`config.mk`:
```
export PLATFORM = sky130hd
export DESIGN_NAME = aurora_tx_striper_flat
export DESIGN_NICKNAME = d
export VERILOG_FILES = /design/src/rtl/aurora_tx_striper_if.sv /design/src/rtl/aurora_tx_striper.sv /design/src/flat_wrapper.sv
export SDC_FILE = /design/constraint.sdc
export NUM_CORES = 1
export LEC_CHECK = 0
export ABC_CLOCK_PERIOD_IN_PS = 3400
export CORE_AREA = 2 2 209 211
export CTS_CLUSTER_DIAMETER = 200
export CTS_CLUSTER_SIZE = 30
export DETAILED_ROUTE_END_ITERATION = 12
export DIE_AREA = 0 0 211 213
export PLACE_DENSITY = 0.55
export RECOVER_POWER = 50
export SLEW_MARGIN = 20
export SYNTH_ARGS = -nofsm -noshare
export SYNTH_HDL_FRONTEND = slang
export SYNTH_SLANG_ARGS = --single-unit
export TNS_END_PERCENT = 100
```
`constraint.sdc`:
```
create_clock -name clk -period 3.4 [get_ports clk]
set_input_delay 0.34 -clock clk [delete_from_list [all_inputs] [get_ports clk]]
set_output_delay 0.34 -clock clk [all_outputs]
set_load 0.01 [all_outputs]
```
`src/rtl/aurora_tx_striper_if.sv`:
```
// AXI-stream beat interface between the user source and the Aurora TX striper.
// The master drives the beat; the slave (striper) returns ready.
interface aurora_tx_striper_if #(
  parameter int LANES = 4
);
  logic                  axi_valid;
  logic                  axi_ready;
  logic [LANES-1:0]      axi_keep;
  logic                  axi_last;
  logic [LANES*64-1:0]   axi_data;

  modport master (output axi_valid, axi_keep, axi_last, axi_data, input axi_ready);
  modport slave  (input axi_valid, axi_keep, axi_last, axi_data, output axi_ready);
endinterface

```
`src/rtl/aurora_tx_striper.sv`:
```
// Multi-lane Aurora 64b/66b simplex TX framer/striper: channel init FSM plus lane striping.
// Optional payload scrambling is enabled by defining AURORA_SCRAMBLER_EN.
module aurora_tx_striper #(
  parameter int LANES         = 4,
  parameter int DATA_W        = 64,
  parameter int RESET_CYCLES  = 4,
  parameter int ALIGN_CYCLES  = 16,
  parameter int BOND_CYCLES   = 8,
  parameter int VERIFY_CYCLES = 8
) (
  input  logic                        clk,
  input  logic                        rst_n,
  input  logic                        reinit,
  input  logic [3:0]                  lane_count,
  aurora_tx_striper_if.slave          axi,
  output logic                        simplex_reset,
  output logic                        simplex_aligned,
  output logic                        simplex_bonded,
  output logic                        simplex_verified,
  output logic [LANES*(DATA_W+2)-1:0] data_out
);

  localparam int BLK_W = DATA_W + 2;
  localparam logic [BLK_W-1:0] BLK_IDLE   = {2'b10, 8'h78, {(DATA_W-8){1'b0}}};
  localparam logic [BLK_W-1:0] BLK_VERIFY = {2'b10, 8'h78, 8'hA5, {(DATA_W-16){1'b0}}};
  localparam logic [BLK_W-1:0] BLK_SEP    = {2'b10, 8'h1E, {(DATA_W-8){1'b0}}};

  typedef enum logic [2:0] {ST_RESET, ST_ALIGN, ST_BOND, ST_VERIFY, ST_READY} state_t;

  state_t                        state;
  state_t                        next_state;
  logic [15:0]                   cnt;
  logic [3:0]                    act;
  logic [3:0]                    lane_clamped;
  logic                          sep_pending;
  logic                          set_pending;
  logic                          accept;
  logic [LANES-1:0][BLK_W-1:0]   blk_next;
  logic [LANES-1:0][BLK_W-1:0]   blk_emit;

  assign lane_clamped = (lane_count == 4'd0 || int'(lane_count) > LANES) ? 4'd1 : lane_count;
  assign accept       = axi.axi_valid && axi.axi_ready && !reinit;

  always_ff @(posedge clk) begin
    if (!rst_n) begin
      state <= ST_RESET;
      cnt   <= '0;
    end else begin
      cnt   <= (next_state != state || reinit || state == ST_READY) ? 16'd0 : cnt + 16'd1;
      state <= next_state;
    end
  end

  always_comb begin
    next_state = state;
    unique case (state)
      ST_RESET:  if (cnt == 16'(RESET_CYCLES - 1))  next_state = ST_ALIGN;
      ST_ALIGN:  if (cnt == 16'(ALIGN_CYCLES - 1))  next_state = ST_BOND;
      ST_BOND:   if (cnt == 16'(BOND_CYCLES - 1))   next_state = ST_VERIFY;
      ST_VERIFY: if (cnt == 16'(VERIFY_CYCLES - 1)) next_state = ST_READY;
      default:   next_state = ST_READY;
    endcase
    if (reinit) next_state = ST_RESET;
  end

  always_comb begin
    simplex_reset    = (state == ST_RESET);
    simplex_aligned  = (state == ST_BOND) || (state == ST_VERIFY) || (state == ST_READY);
    simplex_bonded   = (state == ST_VERIFY) || (state == ST_READY);
    simplex_verified = (state == ST_READY);
    axi.axi_ready    = (state == ST_READY) && !sep_pending;
  end

  // Blocks are built from the upcoming state so data_out lines up with the state it belongs to.
  // 'run' tracks the keep prefix; the first hole on a last beat carries the separator.
  always_comb begin : build_blocks
    logic run;
    run = 1'b1;
    for (int i = 0; i < LANES; i++) begin
      blk_next[i] = BLK_IDLE;
      if (i < int'(act)) begin
        if (next_state == ST_VERIFY) begin
          blk_next[i] = BLK_VERIFY;
        end else if (next_state == ST_READY) begin
          if (sep_pending) begin
            if (i == 0) blk_next[i] = BLK_SEP;
          end else if (accept) begin
            if (run && axi.axi_keep[i]) begin
              blk_next[i] = {2'b01, axi.axi_data[i*DATA_W +: DATA_W]};
            end else begin
              if (run && axi.axi_last) blk_next[i] = BLK_SEP;
              run = 1'b0;
            end
          end
        end
      end
    end
    set_pending = accept && axi.axi_last && run;
  end

`ifdef AURORA_SCRAMBLER_EN
  logic [LANES-1:0][57:0] scr_state;
  logic [LANES-1:0][57:0] scr_next;

  // Self-synchronizing x^58+x^39+1, payload LSB first; every emitted block advances it.
  always_comb begin : scramble
    logic [57:0] s;
    logic        o;
    blk_emit = blk_next;
    scr_next = scr_state;
    s        = '0;
    o        = 1'b0;
    for (int i = 0; i < LANES; i++) begin
      s = scr_state[i];
      for (int b = 0; b < DATA_W; b++) begin
        o              = blk_next[i][b] ^ s[38] ^ s[57];
        blk_emit[i][b] = o;
        s              = {s[56:0], o};
      end
      scr_next[i] = s;
    end
  end

  always_ff @(posedge clk) begin
    if (!rst_n || reinit) scr_state <= '1;
    else                  scr_state <= scr_next;
  end
`else
  assign blk_emit = blk_next;
`endif

  always_ff @(posedge clk) begin
    if (!rst_n) begin
      sep_pending <= 1'b0;
      act         <= 4'd1;
      data_out    <= {LANES{BLK_IDLE}};
    end else begin
      sep_pending <= set_pending;
      if (state == ST_RESET) act <= lane_clamped;
      data_out    <= blk_emit;
    end
  end

endmodule

```
`src/flat_wrapper.sv`:
```
// flat-port wrapper written by rule: the top's interface ports become plain ports
module aurora_tx_striper_flat 
#(
  parameter int LANES         = 4,
  parameter int DATA_W        = 64,
  parameter int RESET_CYCLES  = 4,
  parameter int ALIGN_CYCLES  = 16,
  parameter int BOND_CYCLES   = 8,
  parameter int VERIFY_CYCLES = 8
)
  (clk, rst_n, reinit, lane_count, simplex_reset, simplex_aligned, simplex_bonded, simplex_verified, data_out, axi_axi_valid, axi_axi_keep, axi_axi_last, axi_axi_data, axi_axi_ready);
  aurora_tx_striper_if #(.LANES(LANES)) axi_i ();
  input  logic clk;
  input  logic rst_n;
  input  logic reinit;
  input  logic [3:0] lane_count;
  output logic simplex_reset;
  output logic simplex_aligned;
  output logic simplex_bonded;
  output logic simplex_verified;
  output logic [LANES*(DATA_W+2)-1:0] data_out;
  input wire logic [$bits(axi_i.axi_valid)-1:0] axi_axi_valid;
  input wire logic [$bits(axi_i.axi_keep)-1:0] axi_axi_keep;
  input wire logic [$bits(axi_i.axi_last)-1:0] axi_axi_last;
  input wire logic [$bits(axi_i.axi_data)-1:0] axi_axi_data;
  output wire logic [$bits(axi_i.axi_ready)-1:0] axi_axi_ready;
  assign axi_i.axi_valid = axi_axi_valid;
  assign axi_i.axi_keep = axi_axi_keep;
  assign axi_i.axi_last = axi_axi_last;
  assign axi_i.axi_data = axi_axi_data;
  assign axi_axi_ready = axi_i.axi_ready;
  aurora_tx_striper #(.LANES(LANES), .DATA_W(DATA_W), .RESET_CYCLES(RESET_CYCLES), .ALIGN_CYCLES(ALIGN_CYCLES), .BOND_CYCLES(BOND_CYCLES), .VERIFY_CYCLES(VERIFY_CYCLES)) u_core (.clk(clk), .rst_n(rst_n), .reinit(reinit), .lane_count(lane_count), .axi(axi_i), .simplex_reset(simplex_reset), .simplex_aligned(simplex_aligned), .simplex_bonded(simplex_bonded), .simplex_verified(simplex_verified), .data_out(data_out));
endmodule
```
==> impl_results.html <==
<table>
<tr><th>Metric</th><th>Value</th></tr>
<tr><th colspan="2">Status</th></tr>
<tr><td>Outcome</td><td>complete, no violations</td></tr>
<tr><th colspan="2">Layout</th></tr>
<tr><td>Fin nets</td><td>1540</td></tr>
<tr><td>Area delta synth-&gt;final</td><td>73.31%</td></tr>
<tr><td>Post-layout utilization of the core</td><td>34.76%</td></tr>
<tr><td>Most common cell after layout, fill and taps aside</td><td>dfxtp_1</td></tr>
<tr><td>Count of non-filler cells in the finished layout</td><td>1817</td></tr>
<tr><td>Highest-count cells in the layout ignoring fill and taps</td><td>288 x dfxtp_1, 272 x clkdlybuf4s50_1, 264 x dlygate4sd3_1</td></tr>
<tr><td>Share of final-layout standard cells stronger than drive strength 1</td><td>2.913%</td></tr>
<tr><th colspan="2">STA</th></tr>
<tr><td>Max-slew headroom</td><td>41.56%</td></tr>
<tr><td>Final setup TNS</td><td>0 ps</td></tr>
<tr><td>RSZ-0062 raised after global routing</td><td>no</td></tr>
<tr><td>Crit share post-route</td><td>82.61%</td></tr>
<tr><td>Worst Hold Margin</td><td>137.1 ps</td></tr>
<tr><td>Maximum frequency from static timing analysis</td><td>356.0 MHz</td></tr>
<tr><td>Measured slew at the worst slew-check pin</td><td>868.6 ps</td></tr>
<tr><td>Final count of negative-setup-slack endpoints</td><td>0</td></tr>
<tr><td>Final critical path time including I/O delays and setup</td><td>2809 ps</td></tr>
<tr><td>Number of hold violations in the final report</td><td>0</td></tr>
<tr><td>Max Slew Vio Count</td><td>0</td></tr>
<tr><td>Clock Skew</td><td>42.01 ps</td></tr>
<tr><th colspan="2">Setup path</th></tr>
<tr><td>Arrival time worst endpoint</td><td>3210 ps</td></tr>
<tr><td>Peak fanout along the critical path</td><td>11</td></tr>
<tr><td>FF-to-FF path depth</td><td>5</td></tr>
<tr><td>Nature of the critical path startpoint</td><td>flip-flop</td></tr>
<tr><td>Critical path endpoint category</td><td>flip-flop</td></tr>
<tr><td>WP data required</td><td>3810 ps</td></tr>
<tr><td>Type of the worst setup path</td><td>reg -&gt; reg</td></tr>
<tr><th colspan="2">Clock tree</th></tr>
<tr><td>Maximum buffer depth of the clock tree</td><td>3</td></tr>
<tr><td>Post-CTS Hold Buffers</td><td>0</td></tr>
<tr><td>Total CTS buffers</td><td>13</td></tr>
<tr><td>Gates resized, CTS repair</td><td>0</td></tr>
<tr><td>Total setup buffers inserted after CTS</td><td>0</td></tr>
<tr><td>CTS Sinks</td><td>288</td></tr>
<tr><td>Clock-pin slew on the worst setup and hold paths</td><td>120 ps</td></tr>
<tr><td>Total number of H-tree levels</td><td>1</td></tr>
<tr><td>TritonCTS clock tree</td><td>yes</td></tr>
<tr><td>Clk root buf</td><td>clkbuf_16</td></tr>
<tr><td>Clock latency on the worst-skew pair</td><td>520 ps</td></tr>
<tr><th colspan="2">Yosys</th></tr>
<tr><td>Netlist area before placement</td><td>0.008563 mm^2</td></tr>
<tr><td>Simple logic cell fraction of the synthesized area</td><td>23.39%</td></tr>
<tr><td>Register bit count reported by yosys</td><td>288</td></tr>
<tr><td>Synthesis warning total</td><td>0</td></tr>
<tr><td>Count of different cell masters after synthesis</td><td>54</td></tr>
<tr><td>XOR/XNOR Fraction of Synth Area</td><td>1.636%</td></tr>
<tr><td>Fraction of the mapped netlist area in compound gates</td><td>4.603%</td></tr>
<tr><td>Most used flip-flop cell after synthesis</td><td>dfxtp_1</td></tr>
<tr><td>Mapped Avg Cell Area</td><td>11.36 um^2</td></tr>
<tr><td>Gate Count Post-Synth</td><td>754</td></tr>
<tr><td>Async set-reset flop share out of synthesis</td><td>0%</td></tr>
<tr><td>Sequential fraction of the synthesis area</td><td>67.33%</td></tr>
<tr><td>Multiplexer share of the synthesized area</td><td>0%</td></tr>
<tr><td>Adder-Cell Fraction of Synth Area</td><td>0.1461%</td></tr>
<tr><td>Synthesized Nets</td><td>1024</td></tr>
<tr><td>Count of flip-flops with a built-in enable after synthesis</td><td>0</td></tr>
<tr><td>Largest family of logic cells by synthesized area</td><td>simple AND/OR/NAND/NOR gates</td></tr>
<tr><th colspan="2">Route</th></tr>
<tr><td>DRC violations left</td><td>0</td></tr>
<tr><td>Drt first pass iters</td><td>4</td></tr>
<tr><td>Post-Route WL</td><td>31900 um</td></tr>
<tr><td>Average wire per standard cell</td><td>17.56 um</td></tr>
<tr><td>Routed Antenna Nets</td><td>0</td></tr>
<tr><td>Number of DRC markers in iteration 0</td><td>500</td></tr>
<tr><td>Count of vias placed by the detailed router</td><td>7033</td></tr>
<tr><td>Number of vias per cell after detailed routing</td><td>3.871</td></tr>
<tr><th colspan="2">Hold path</th></tr>
<tr><td>Worst Hold Depth</td><td>2</td></tr>
<tr><td>Worst hold path class</td><td>in -&gt; reg</td></tr>
<tr><th colspan="2">Floorplanning</th></tr>
<tr><td>Full die area</td><td>0.04494 mm^2</td></tr>
<tr><td># IOs</td><td>538</td></tr>
<tr><td>X dimension of the die</td><td>211 um</td></tr>
<tr><td>Initial standard-cell utilization of the core</td><td>20.06%</td></tr>
<tr><td>Die Y</td><td>213 um</td></tr>
<tr><td>Std-Cell Rows</td><td>76</td></tr>
<tr><td>Area inside the core boundary</td><td>0.04270 mm^2</td></tr>
<tr><th colspan="2">Placed design</th></tr>
<tr><td>Dpl cells</td><td>1801</td></tr>
<tr><td>Weighted congestion at the end of routability-driven global placement</td><td>0.7987</td></tr>
<tr><td>Count of input and output buffers</td><td>537</td></tr>
<tr><td>HPWL after detailed placement</td><td>25000 um</td></tr>
<tr><th colspan="2">Global route</th></tr>
<tr><td>Remaining global-route overflow</td><td>0</td></tr>
<tr><td>Initial antenna violation count</td><td>3</td></tr>
<tr><td>Pin count of the biggest net entering global routing</td><td>63</td></tr>
<tr><td>Overall global routing resource usage</td><td>13.20%</td></tr>
<tr><td>Wire length of the first global-routing pass</td><td>44680 um</td></tr>
<tr><td>Number of global-route vias before repair</td><td>6747</td></tr>
<tr><th colspan="2">Power</th></tr>
<tr><td>Power share of the sequential group</td><td>60.8%</td></tr>
<tr><td>Clk network pwr share</td><td>32.5%</td></tr>
<tr><td>Sw Pwr</td><td>1.188 mW</td></tr>
<tr><td>Total Power Consumption</td><td>5.559 mW</td></tr>
<tr><td>Leakage power summed over all cells</td><td>6.744 nW</td></tr>
<tr><td>Combinational share of power</td><td>6.7%</td></tr>
<tr><td>Total power density per cell area</td><td>374.6 mW/mm^2</td></tr>
<tr><td>Worst voltage drop across the vdd grid</td><td>240.6 uV</td></tr>
<tr><td>Net switching fraction of the power</td><td>21.37%</td></tr>
<tr><td>Cell-internal power</td><td>4.371 mW</td></tr>
<tr><th colspan="2">Flow run</th></tr>
<tr><td>Max capacitance violation total</td><td>0</td></tr>
</table>
-- sequential cells by signal (all words and copies together), names as in the netlist --
register,cells
u_core.sep_pending,1
u_core.cnt,16
u_core.data_out,264
u_core.state,3
u_core.act,4
-- final cells by class --
| class | instances | area (um^2) |
|---|---|---|
| Timing Repair Buffer | 547 | 5445 |
| Inverter | 13 | 48.80 |
| Tap cell | 546 | 683.2 |
| Clock buffer | 13 | 325.3 |
| Antenna cell | 1 | 2.502 |
| Fill cell | 4291 | 27860 |
| Clock inverter | 2 | 25.02 |
| Sequential cell | 288 | 5766 |
| Multi-Input combinational cell | 407 | 2545 |
-- power groups by stage --
stage | clock, mW | sequential, mW | combinational [mW]
5_1_grt | 2.02 | 3.38 | 0.402
4_1_cts | 1.91 | 3.38 | 0.380
3_3_place_gp | 0 | 3.45 | 0.376
3_5_place_dp | 0 | 3.45 | 0.377
6_report | 1.81 | 3.38 | 0.375
2_1_floorplan | 0 | 3.45 | 0.0472
-- cells by family after synthesis --
kind of cell / after synthesis
compound gates: 53
xor+xnor: 16
fa+ha+maj: 1
buf+inv: 59
flops: 288
simple gates: 337
-- synthesized netlist by cell type, types with 3 or more instances --
cell type  number  area share, %
o21ai_0         7           0.41
xnor2_1         5           0.51
xor2_1         11            1.1
and3_1        111            8.1
or3_1          10           0.73
nor2_1         31            1.4
inv_1          12           0.53
buf_2           4           0.23
a21boi_0        4           0.35
nand2_1        31            1.4
and4_1          3           0.31
and2_1        110            8.0
o2bb2ai_1      12            1.2
clkbuf_1       36            1.6
nand2b_1       10           0.73
a21oi_1         9           0.53
dfxtp_1       288             67
nand3_1         5           0.29
nand4_1         5           0.37
nor3_1          4           0.23
-- through the flow --
step                instance area, um^2  setup slack [ps]
floorplan                          8563              1335
global placement                  14510             565.1
detailed placement                14510             501.7
CTS                               14860             787.1
global route                      14840             411.1
finish                            14840             591.4
-- worst paths after layout --
path                   start                  to  slack [ps]
min reg2reg    u_core.cnt[0]       u_core.cnt[0]         450
min          axi_axi_keep[2]  u_core.sep_pending         140
max reg2reg    u_core.cnt[8]      u_core.cnt[13]         590
max            u_core.cnt[8]      u_core.cnt[13]         590
-- metal layers --
| layer | track usage (%) | part of all wire (%) |
|---|---|---|
| met4 | 3.570 | 1.6 |
| met1 | 16.10 | 40 |
| met3 | 3.177 | 6.9 |
| met5 | 0 | 0.050 |
| met2 | 23.19 | 51 |
-- worst max-delay path, cell delays in order, from the launching register on --
cell	delay, ps
dfxtp_1	360
or4_1	590
or3_1	490
o21ai_0	650
a311o_1	500
nor2_1	100
Power figures use the tool's default switching activity.
